<file path="config.mk">
export PLATFORM = sky130hd
export DESIGN_NAME = core_inst_sequencer
export DESIGN_NICKNAME = d
export VERILOG_FILES = /design/src/rtl/core_inst_sequencer.sv
export SDC_FILE = /design/constraint.sdc
export NUM_CORES = 1
export LEC_CHECK = 0
export BUFFER_PORTS_ARGS = -buffer_cell sky130_fd_sc_hd__buf_2
export CORE_MARGIN = 4
export CORE_UTILIZATION = 40
export CTS_BUF_LIST = sky130_fd_sc_hd__clkbuf_4 sky130_fd_sc_hd__clkbuf_8
export CTS_CLUSTER_DIAMETER = 50
export CTS_CLUSTER_SIZE = 40
export DETAILED_ROUTE_END_ITERATION = 8
export GPL_TIMING_DRIVEN = 0
export HOLD_SLACK_MARGIN = 0.03
export PLACE_DENSITY = 0.67
export REMOVE_ABC_BUFFERS = 1
export SLEW_MARGIN = 15
export SYNTH_ARGS = -nofsm -noshare
export SYNTH_HDL_FRONTEND = slang
export SYNTH_SLANG_ARGS = --single-unit
</file>
<file path="constraint.sdc">
create_clock -name clk -period 17 [get_ports clk]
set_input_delay 0.85 -clock clk [delete_from_list [all_inputs] [get_ports clk]]
set_output_delay 0.85 -clock clk [all_outputs]
set_load 0.1 [all_outputs]
</file>
<file path="src/rtl/core_inst_sequencer.sv">
// core_inst_sequencer: drives the systolic core's 35-bit instruction word through one output tile
// (9 kernel passes, then 16 accumulation readouts). Define SEQ_PERF_CNT_EN to enable perf_cycles.
module core_inst_sequencer #(
    parameter int col      = 8,
    parameter int row      = 8,
    parameter int len_kij  = 9,
    parameter int len_nij  = 36,
    parameter int len_onij = 16,
    parameter int W_BASE   = 1024,
    parameter int RST_CYC  = 2
) (
    input  logic        clk,
    input  logic        reset,
    input  logic        start,
    input  logic        mode,
    output logic        busy,
    output logic        done,
    output logic [34:0] inst,
    output logic        core_rst,
    output logic [3:0]  kij_idx,
    output logic [4:0]  onij_idx,
    output logic        out_valid,
    output logic [15:0] perf_cycles
);
    // Kernel is KW x KW, input image IW wide, output image OW wide.
    localparam int KW = 3, IW = 6, OW = 4;
    typedef enum logic [3:0] {IDLE, CRST, WL0, LOAD, ACTL0, EXEC, DRAIN, ARST, ARD, ATAIL, FIN} state_t;
    state_t      st_q, st_d;
    logic [5:0]  cnt_q, cnt_d;
    logic [3:0]  kij_q, kij_d, o_q, o_d;
    logic [4:0]  onij_q, onij_d;
    logic        mode_q, mode_d, gap;
    logic [34:0] inst_q, inst_d;
    logic        busy_q, done_q, crst_q, ov_q;
    int          ki, ji, oi, nd;

    // Phase length in cycles; kernel-pass phases include their trailing idle gap cycle.
    function automatic logic [5:0] plen(state_t s, logic m);
        int n;
        n = m ? 2 * col : col;
        case (s)
            CRST:    return 6'(RST_CYC);
            WL0:     return 6'(n + 1);
            LOAD:    return 6'(n + row + 3);
            ACTL0:   return 6'(len_nij + 1);
            EXEC:    return 6'(len_nij + row + col + 1);
            DRAIN:   return 6'(len_nij + 1);
            ARD:     return 6'(len_kij);
            default: return 6'd1;
        endcase
    endfunction

    always_comb begin
        st_d   = st_q;
        cnt_d  = cnt_q + 6'd1;
        kij_d  = kij_q;
        o_d    = o_q;
        mode_d = mode_q;
        onij_d = onij_q;
        if (st_q == IDLE) begin
            cnt_d = '0;
            if (start) begin
                st_d   = CRST;
                kij_d  = '0;
                o_d    = '0;
                onij_d = '0;
                mode_d = mode;
            end
        end else if (cnt_q == plen(st_q, mode_q) - 6'd1) begin
            cnt_d = '0;
            st_d  = state_t'(st_q + 4'd1);
            if (st_q == DRAIN && kij_q != 4'(len_kij - 1)) begin
                st_d  = CRST;
                kij_d = kij_q + 4'd1;
            end
            if (st_q == ATAIL) begin
                st_d = (o_q == 4'(len_onij - 1)) ? FIN : ARST;
                o_d  = o_q + 4'd1;
            end
            if (st_q == FIN) st_d = IDLE;
        end
        // onij_idx only moves when reads of the next output begin, so it still names the finished output during out_valid
        if (st_d == ARD) onij_d = {1'b0, o_d};
    end

    always_comb begin
        ki     = int'(cnt_d);
        ji     = int'(kij_d);
        oi     = int'(o_d);
        nd     = mode_d ? 2 * col : col;
        gap    = (st_d inside {WL0, LOAD, ACTL0, EXEC, DRAIN}) && cnt_d == plen(st_d, mode_d) - 6'd1;
        inst_d = {mode_d, 1'b0, 2'b11, 11'd0, 2'b11, 18'd0};
        if (!gap)
            case (st_d)
                WL0: begin
                    inst_d[19]   = 1'b0;
                    inst_d[17:7] = 11'(W_BASE + ji * 2 * col + ki);
                    inst_d[2]    = 1'b1;
                end
                LOAD: begin
                    inst_d[0] = 1'b1;
                    inst_d[3] = ki < nd;
                end
                ACTL0: begin
                    inst_d[19]   = 1'b0;
                    inst_d[17:7] = 11'(ki);
                    inst_d[2]    = 1'b1;
                end
                EXEC: begin
                    inst_d[1] = 1'b1;
                    inst_d[3] = 1'b1;
                end
                DRAIN: begin
                    inst_d[6]     = 1'b1;
                    inst_d[32:31] = 2'b00;
                    inst_d[30:20] = 11'(ji * len_nij + ki);
                end
                ARD: begin
                    inst_d[33]    = ki != 0;
                    inst_d[32]    = 1'b0;
                    inst_d[30:20] = 11'(ki * len_nij + (oi / OW + ki / KW) * IW + oi % OW + ki % KW);
                end
                ATAIL:   inst_d[33] = 1'b1;
                default: ;
            endcase
    end

    always_ff @(posedge clk or negedge reset) begin
        if (!reset) begin
            st_q   <= IDLE;
            cnt_q  <= '0;
            kij_q  <= '0;
            o_q    <= '0;
            onij_q <= '0;
            mode_q <= 1'b0;
            inst_q <= {1'b0, 1'b0, 2'b11, 11'd0, 2'b11, 18'd0};
            busy_q <= 1'b0;
            done_q <= 1'b0;
            crst_q <= 1'b0;
            ov_q   <= 1'b0;
        end else begin
            st_q   <= st_d;
            cnt_q  <= cnt_d;
            kij_q  <= kij_d;
            o_q    <= o_d;
            onij_q <= onij_d;
            mode_q <= mode_d;
            inst_q <= inst_d;
            busy_q <= !(st_d inside {IDLE, FIN});
            done_q <= st_d == FIN;
            crst_q <= st_d inside {CRST, ARST};
            ov_q   <= st_q == ATAIL;
        end
    end

`ifdef SEQ_PERF_CNT_EN
    logic [15:0] perf_q, perf_d;
    always_comb perf_d = (st_q == IDLE && start) ? 16'd0 :
                         (busy_q && perf_q != 16'hFFFF) ? perf_q + 16'd1 : perf_q;
    always_ff @(posedge clk or negedge reset) begin
        if (!reset) perf_q <= '0;
        else perf_q <= perf_d;
    end
    assign perf_cycles = perf_q;
`else
    assign perf_cycles = '0;
`endif

    assign inst      = inst_q;
    assign busy      = busy_q;
    assign done      = done_q;
    assign core_rst  = crst_q;
    assign kij_idx   = kij_q;
    assign onij_idx  = onij_q;
    assign out_valid = ov_q;
endmodule

</file>
==> flow_metrics.py, run 1 <==
metrics = {
    "run_status": {
        "outcome": "finished, final reports clean",
    },
    "sta": {
        "period_needed_ns": 12.97,
        "slew_viol_final": 0,
        "period_share_pct": 76.3,
        "setup_ws_ns": 4.03,
        "finalHoldViolations": 0,
        "rsz0062_at_grt": "false",
        "slew_headroom_pct": 36.3,
        "finalSetupTns_ns": 0,
        "setup_viol": 0,
        "tightest_slew_ns": 0.943,
        "fin_skew_ns": 0.0114,
        "fmax_mhz": 77.1,
    },
    "yosys": {
        "yosys_warnings": 0,
        "syn_area_per_cell_um2": 9.20,
        "synth_cell_types": 78,
        "synth_top_flop_cell": "dfrtp_1",
        "syn_area_um2": 5250,
        "ys_ff_latch": 57,
        "syn_inst": 570,
        "synth-edff-count": 0,
        "async_flop_share_pct": 100,
        "yosysSeqAreaShare_pct": 27.3,
    },
    "grt": {
        "grt_max_degree": 58,
        "antenna_found_initial": 0,
        "grt-ovfl-total": 0,
        "grt_pass1_wl_um": 21100,
        "grt_use_total_pct": 17.4,
        "grt_pass1_vias": 4320,
    },
    "die": {
        "core_area_um2": 12700,
        "num_rows": 41,
        "die_x_um": 123,
        "die_height_um": 123,
        "io_pins": 68,
        "start_util_pct": 41.2,
        "die_area_um2": 15000,
    },
    "cells_and_area": {
        "stdcell_count": 786,
        "area_delta_synth_final_pct": 9.90,
        "diodes": 0,
        "finalNetCount": 680,
        "drive_gt1_share_pct": 15.8,
        "finalInstanceArea_um2": 5770,
    },
    "route": {
        "top_layer": "met4",
        "dr_total_vias": 4214,
        "drc": 0,
        "wl_met2_um": 5960,
        "wl_met3_um": 770,
        "drt_iter0_drc": 430,
        "drt-pass1-iter-count": 5,
        "ant_nets": 0,
        "viasPerCell": 5.36,
        "routed_wl_um": 12400,
        "wl_per_cell_um": 15.8,
        "m1WireLength_um": 5510,
    },
    "critical_path": {
        "critPathRequiredTime_ns": 17.22,
        "worstSetupPathType": "flip-flop to flip-flop",
        "startpoint_type": "flip-flop",
        "crit_path_top_delay_cell": "a41oi_1",
        "rr_startpoint": "st_q[1]",
        "rr_worst_depth": 46,
        "worstPathMaxFanout": 11,
        "critical_path.max_stage_delay_ns": 0.80,
        "cp_num_cells": 46,
        "arrival_ns": 13.18,
        "path_common_cell": "ha_1",
        "critPathBufInv": 6,
        "crit_family": "adder cells",
        "r2r_end": "inst[30]",
        "worstSetupEndpointType": "flip-flop",
        "reg2reg_slack_ns": 4.03,
    },
    "clock_tree": {
        "cts-root-buf": "clkbuf_8",
        "clock_latency_ns": 0.33,
        "hold_buffers": 0,
        "tritoncts": "done",
        "cts_sinks": 57,
        "cts_htree_levels": 3,
        "clkTransAtPathRegs_ns": 0.07,
        "cts_made_buffers": 9,
        "cts_resized": 0,
        "postCtsSetupRepairBufs": 0,
        "cts.path.max_buffers": 2,
    },
    "place": {
        "dp_slack_ns": 4.26,
        "io_buffers": 46,
        "globalplace.congestion": 0.891,
        "dp.cells": 771,
        "hpwlAfterDp_um": 9820,
        "placed_area_um2": 5540,
    },
    "min_path": {
        "hold_end": "onij_idx[0]",
        "hold-path-cell-count": 2,
        "hold_start": "onij_idx[0]",
        "worstHoldPathType": "flip-flop to flip-flop",
    },
    "pwr": {
        "p_leak_nw": 2.78,
        "ir_worst_vdd_mv": 0.0360,
        "power.total_mw": 0.293,
        "power_density_nw_per_um2": 50.8,
    },
    "run": {
        "drv_cap": 0,
    },
}
## layout by cell type (no fill, tap or decap), types with 5 or more instances in the layout
master | netlist | layout
clkbuf_8 | 0 | 13
nor3_1 | 10 | 10
nor2b_1 | 8 | 8
ha_1 | 52 | 52
and4_1 | 5 | 5
a21oi_1 | 22 | 22
inv_1 | 46 | 46
nand3_1 | 12 | 12
a22o_1 | 10 | 10
nand2b_1 | 10 | 10
or2_2 | 5 | 5
o21ai_0 | 21 | 21
nand2_1 | 47 | 47
nand4_1 | 5 | 5
o21bai_1 | 5 | 5
fa_1 | 14 | 14
xnor2_1 | 30 | 30
buf_2 | 4 | 46
xor2_1 | 18 | 18
dfrtp_1 | 54 | 54
a31oi_1 | 6 | 6
mux2i_1 | 14 | 14
conb_1 | 2 | 21
nor2_1 | 33 | 32
a21o_1 | 12 | 12
## final cells by class
cell class | instances | area [um2]
clock buffers | 13 | 179
clock inverters | 2 | 35.0
fillers | 1273 | 6960
inverters | 49 | 185
multi-input cells | 446 | 3480
flip-flops and latches | 57 | 1430
well taps | 172 | 215
repair buffers | 47 | 238
## synth_stat cells, types with 4 or more instances
| cell type | instances | share of area [%] |
|---|---|---|
| a211oi_1 | 4 | 0.57 |
| a21o_1 | 12 | 1.7 |
| a21oi_1 | 22 | 2.1 |
| a22o_1 | 10 | 1.7 |
| a31oi_1 | 6 | 0.72 |
| and4_1 | 5 | 0.83 |
| buf_2 | 4 | 0.38 |
| buf_4 | 22 | 3.1 |
| clkbuf_1 | 10 | 0.72 |
| dfrtp_1 | 54 | 26 |
| fa_1 | 14 | 5.3 |
| ha_1 | 52 | 12 |
| inv_1 | 46 | 3.3 |
| mux2i_1 | 14 | 2.7 |
| nand2_1 | 47 | 3.4 |
| nand2b_1 | 10 | 1.2 |
| nand3_1 | 12 | 1.1 |
| nand4_1 | 5 | 0.60 |
| nor2_1 | 33 | 2.4 |
| nor2b_1 | 8 | 0.95 |
| nor3_1 | 10 | 0.95 |
| nor3b_1 | 5 | 0.72 |
| nor4_1 | 4 | 0.48 |
| o21ai_0 | 21 | 2.0 |
| o21bai_1 | 5 | 0.72 |
| or2_2 | 5 | 0.60 |
| or4_1 | 4 | 0.57 |
| xnor2_1 | 30 | 5.0 |
| xor2_1 | 18 | 3.0 |
## flip-flops by register name, summed over array words and instances, names as in the netlist
| register | count |
|---|---|
| busy | 1 |
| cnt_q | 6 |
| core_rst | 1 |
| done | 1 |
| inst | 31 |
| kij_idx | 4 |
| o_q | 4 |
| onij_idx | 4 |
| out_valid | 1 |
| st_q | 4 |
## worst min-delay path: cells and delay by family, from the launching register on
family             cells  cell delay [ns]
and+or+nand+nor        1             0.06
DFF                    1             0.38
AOI/OAI and AO/OA      1             0.06
## how the worst max path moves through the flow
stage / from / end / slack, ns
after floorplan: st_q[0] / inst[30] / 5.96
after global placement: st_q[1] / inst[30] / 4.43
after detailed placement: st_q[1] / inst[30] / 4.26
after CTS: st_q[1] / inst[30] / 4.24
after global routing: st_q[1] / inst[30] / 3.30
final: st_q[1] / inst[30] / 4.03
## per-layer routing
metal	vias up	track usage, %
met5	-	0
met4	0	4.90
met3	13	3.23
met2	130	29.1
met1	2016	23.2
li1	2055	-
## kinds of logic (layout without fill, tap and decap cells)
| group | after synthesis | after routing | synth area share [%] |
|---|---|---|---|
| buffers and inverters | 86 | 111 | 7.99 |
| other | 2 | 21 | 0.143 |
| AO/OA/AOI/OAI | 123 | 123 | 16.9 |
| flip-flops | 57 | 57 | 27.3 |
| AND/OR/NAND/NOR | 167 | 167 | 17.0 |
| adder cells (fa/ha/maj) | 66 | 66 | 17.7 |
| XOR/XNOR | 49 | 49 | 8.44 |
| multiplexers | 20 | 20 | 4.51 |
## metrics by stage
stage	util, %	hold slack, ns
3_3_place_gp	43.5	0.536
6_report	45.3	0.541
4_1_cts	45.3	0.547
3_5_place_dp	43.6	0.535
5_1_grt	45.3	0.586
2_1_floorplan	-	0.515
## report_power, final
part / switching, mW / total, mW / internal, mW
clock network: 0.0516 / 0.134 / 0.0827
registers: 0 / 0.136 / 0.136
logic: 0.0228 / 0.0231 / 0.000313
total: 0.0743 / 0.293 / 0.219
Power figures use the tool's default switching activity.
==> run 2, diff against run 1 <==
Settings changed: PLACE_DENSITY 0.67 to 0.69.
Clock period 17 ns to 11.35 ns, I/O delays scaled along.
==> run 2 against run 1 <==
Via count increased by 4.3%. Count of clock-buffer cells in the layout decreased by 3. Hold slack got worse by 0.27 ns. First-iteration DRC count decreased by 3.3%. Combinational power increased by 49%. Final cell count increased by 1.9%.
==> flow_metrics.py, run 2 (synthesized netlist as in run 1, its figures left out) <==
metrics = {
    "run_status": {
        "outcome": "finished, final reports clean",
    },
    "cells_and_area": {
        "final_cell_mix": "dfrtp_1 (54), ha_1 (48), inv_1 (46), buf_2 (46), nand2_1 (45)",
        "ff_latch_area_um2": 1430,
        "final_common_cell": "dfrtp_1",
        "finalInstanceArea_um2": 6030,
        "finalNetCount": 694,
        "stdcell_count": 801,
        "diodes": 0,
        "multi_input_area_um2": 3620,
        "largest_register_ffs": 31,
        "fill_cells": 1207,
        "drive_gt1_share_pct": 20.5,
        "area_delta_synth_final_pct": 15.0,
    },
    "grt": {
        "antenna_found_initial": 0,
        "grt-ovfl-total": 0,
        "grt_pass1_wl_um": 21400,
        "grt_use_total_pct": 17.9,
        "grt_pass1_vias": 4270,
        "grt_max_degree": 58,
    },
    "sta": {
        "fin_skew_ns": 0.0155,
        "finalHoldViolations": 0,
        "setup_ws_ns": 0.526,
        "tightest_slew_ns": 0.779,
        "setup_viol": 0,
        "slew_headroom_pct": 46.6,
        "fmax_mhz": 92.4,
        "slew_viol_final": 0,
        "period_needed_ns": 10.82,
        "period_share_pct": 95.4,
    },
    "die": {
        "die_area_um2": 15000,
        "die_height_um": 123,
        "num_rows": 41,
        "die_x_um": 123,
        "start_util_pct": 41.2,
        "core_area_um2": 12700,
        "io_pins": 68,
    },
    "place": {
        "globalplace.congestion": 0.888,
        "hpwlAfterDp_um": 9870,
        "io_buffers": 46,
        "dp_slack_ns": -1.37,
        "dp.cells": 771,
        "placed_area_um2": 5540,
    },
    "clock_tree": {
        "tritoncts": "done",
        "hold_buffers": 0,
        "cts_sinks": 57,
        "clkTransAtPathRegs_ns": 0.07,
        "cts.path.max_buffers": 2,
        "cts_made_buffers": 9,
        "clock_latency_ns": 0.34,
        "cts-root-buf": "clkbuf_8",
        "cts_htree_levels": 3,
    },
    "pwr": {
        "p_leak_nw": 2.86,
        "ir_worst_vdd_mv": 0.0477,
        "power_density_nw_per_um2": 77.1,
    },
    "critical_path": {
        "crit_family": "adder cells",
        "crit_path_top_delay_cell": "fa_1",
        "worstPathMaxFanout": 6,
        "worstSetupPathType": "flip-flop to flip-flop",
        "startpoint_type": "flip-flop",
        "critPathRequiredTime_ns": 11.58,
        "path_common_cell": "ha_1",
        "critical_path.max_stage_delay_ns": 0.59,
        "critPathBufInv": 5,
        "worstSetupEndpointType": "flip-flop",
        "arrival_ns": 11.06,
    },
    "route": {
        "wl_per_cell_um": 16.3,
        "routed_wl_um": 13100,
        "drt-pass1-iter-count": 5,
        "drt_iter0_drc": 416,
        "ant_nets": 0,
        "dr_total_vias": 4396,
        "viasPerCell": 5.49,
        "drc": 0,
    },
    "min_path": {
        "worstHoldPathType": "input pin to asynchronous set/reset pin",
    },
    "run": {
        "drv_cap": 0,
    },
}
## run 2: changes by cell type in the layout (fill, tap and decap cells not counted), sizes merged
cell / previous run / this run
bufinv: 1 / 3
buf: 47 / 61
clkinvlp: 0 / 1
clkinv: 2 / 3
clkbuf: 13 / 10
## run 2: layout make-up
| type | count | share of cell area (%) |
|---|---|---|
| clock inverter | 6 | 1.78 |
| multi-input combinational | 446 | 60.0 |
| clock buffer | 10 | 2.18 |
| tap | 172 | 3.57 |
| timing repair buffer | 61 | 5.68 |
| sequential | 57 | 23.7 |
| inverter | 49 | 3.07 |
## run 2: where the power goes
| group | leakage, nW | internal [mW] | total [mW] | switching [mW] |
|---|---|---|---|---|
| clock network | 0.120 | 0.147 | 0.227 | 0.0799 |
| registers | 0.721 | 0.203 | 0.203 | 0 |
| logic | 2.02 | 0.000470 | 0.0344 | 0.0339 |
## run 2: worst paths after layout
path | startpoint | to | slack, ns | cells after the start
min in group clk | onij_idx[1] | onij_idx[1] | 0.54 | 2
min | reset | out_valid | 0.27 | 1
max in group asynchronous | reset | inst[21] | 10.61 | 1
max reg2reg | st_q[0] | inst[30] | 0.53 | 47
min reg2reg | onij_idx[1] | onij_idx[1] | 0.54 | 2
max | st_q[0] | inst[30] | 0.53 | 47
## run 2: metrics by stage
stage          util [%]  total power [mW]  setup TNS (ns)  hold slack (ns)
2_1_floorplan         -             0.237               0            0.272
3_3_place_gp       43.5             0.241           -4.07            0.534
3_5_place_dp       43.6             0.242           -4.64            0.532
4_1_cts            46.5             0.470               0            0.295
5_1_grt            47.4             0.482         -0.0117            0.329
6_report           47.4             0.465               0            0.275
## run 2: what timing repair did
action                                 4_1_cts  5_1_grt
buffers inserted                             7        7
endpoints found under the hold margin        0        0
resized for setup                           14       11
pin swaps                                    6        3
setup endpoints to repair                    7        3
## run 2: layer usage
metal | global-route usage, % | wire (um) | vias up
met5 | 0 | 0 | -
met4 | 6.44 | 333 | 0
met3 | 2.63 | 743 | 28
met2 | 29.7 | 6220 | 157
met1 | 23.9 | 5790 | 2136
li1 | - | - | 2075
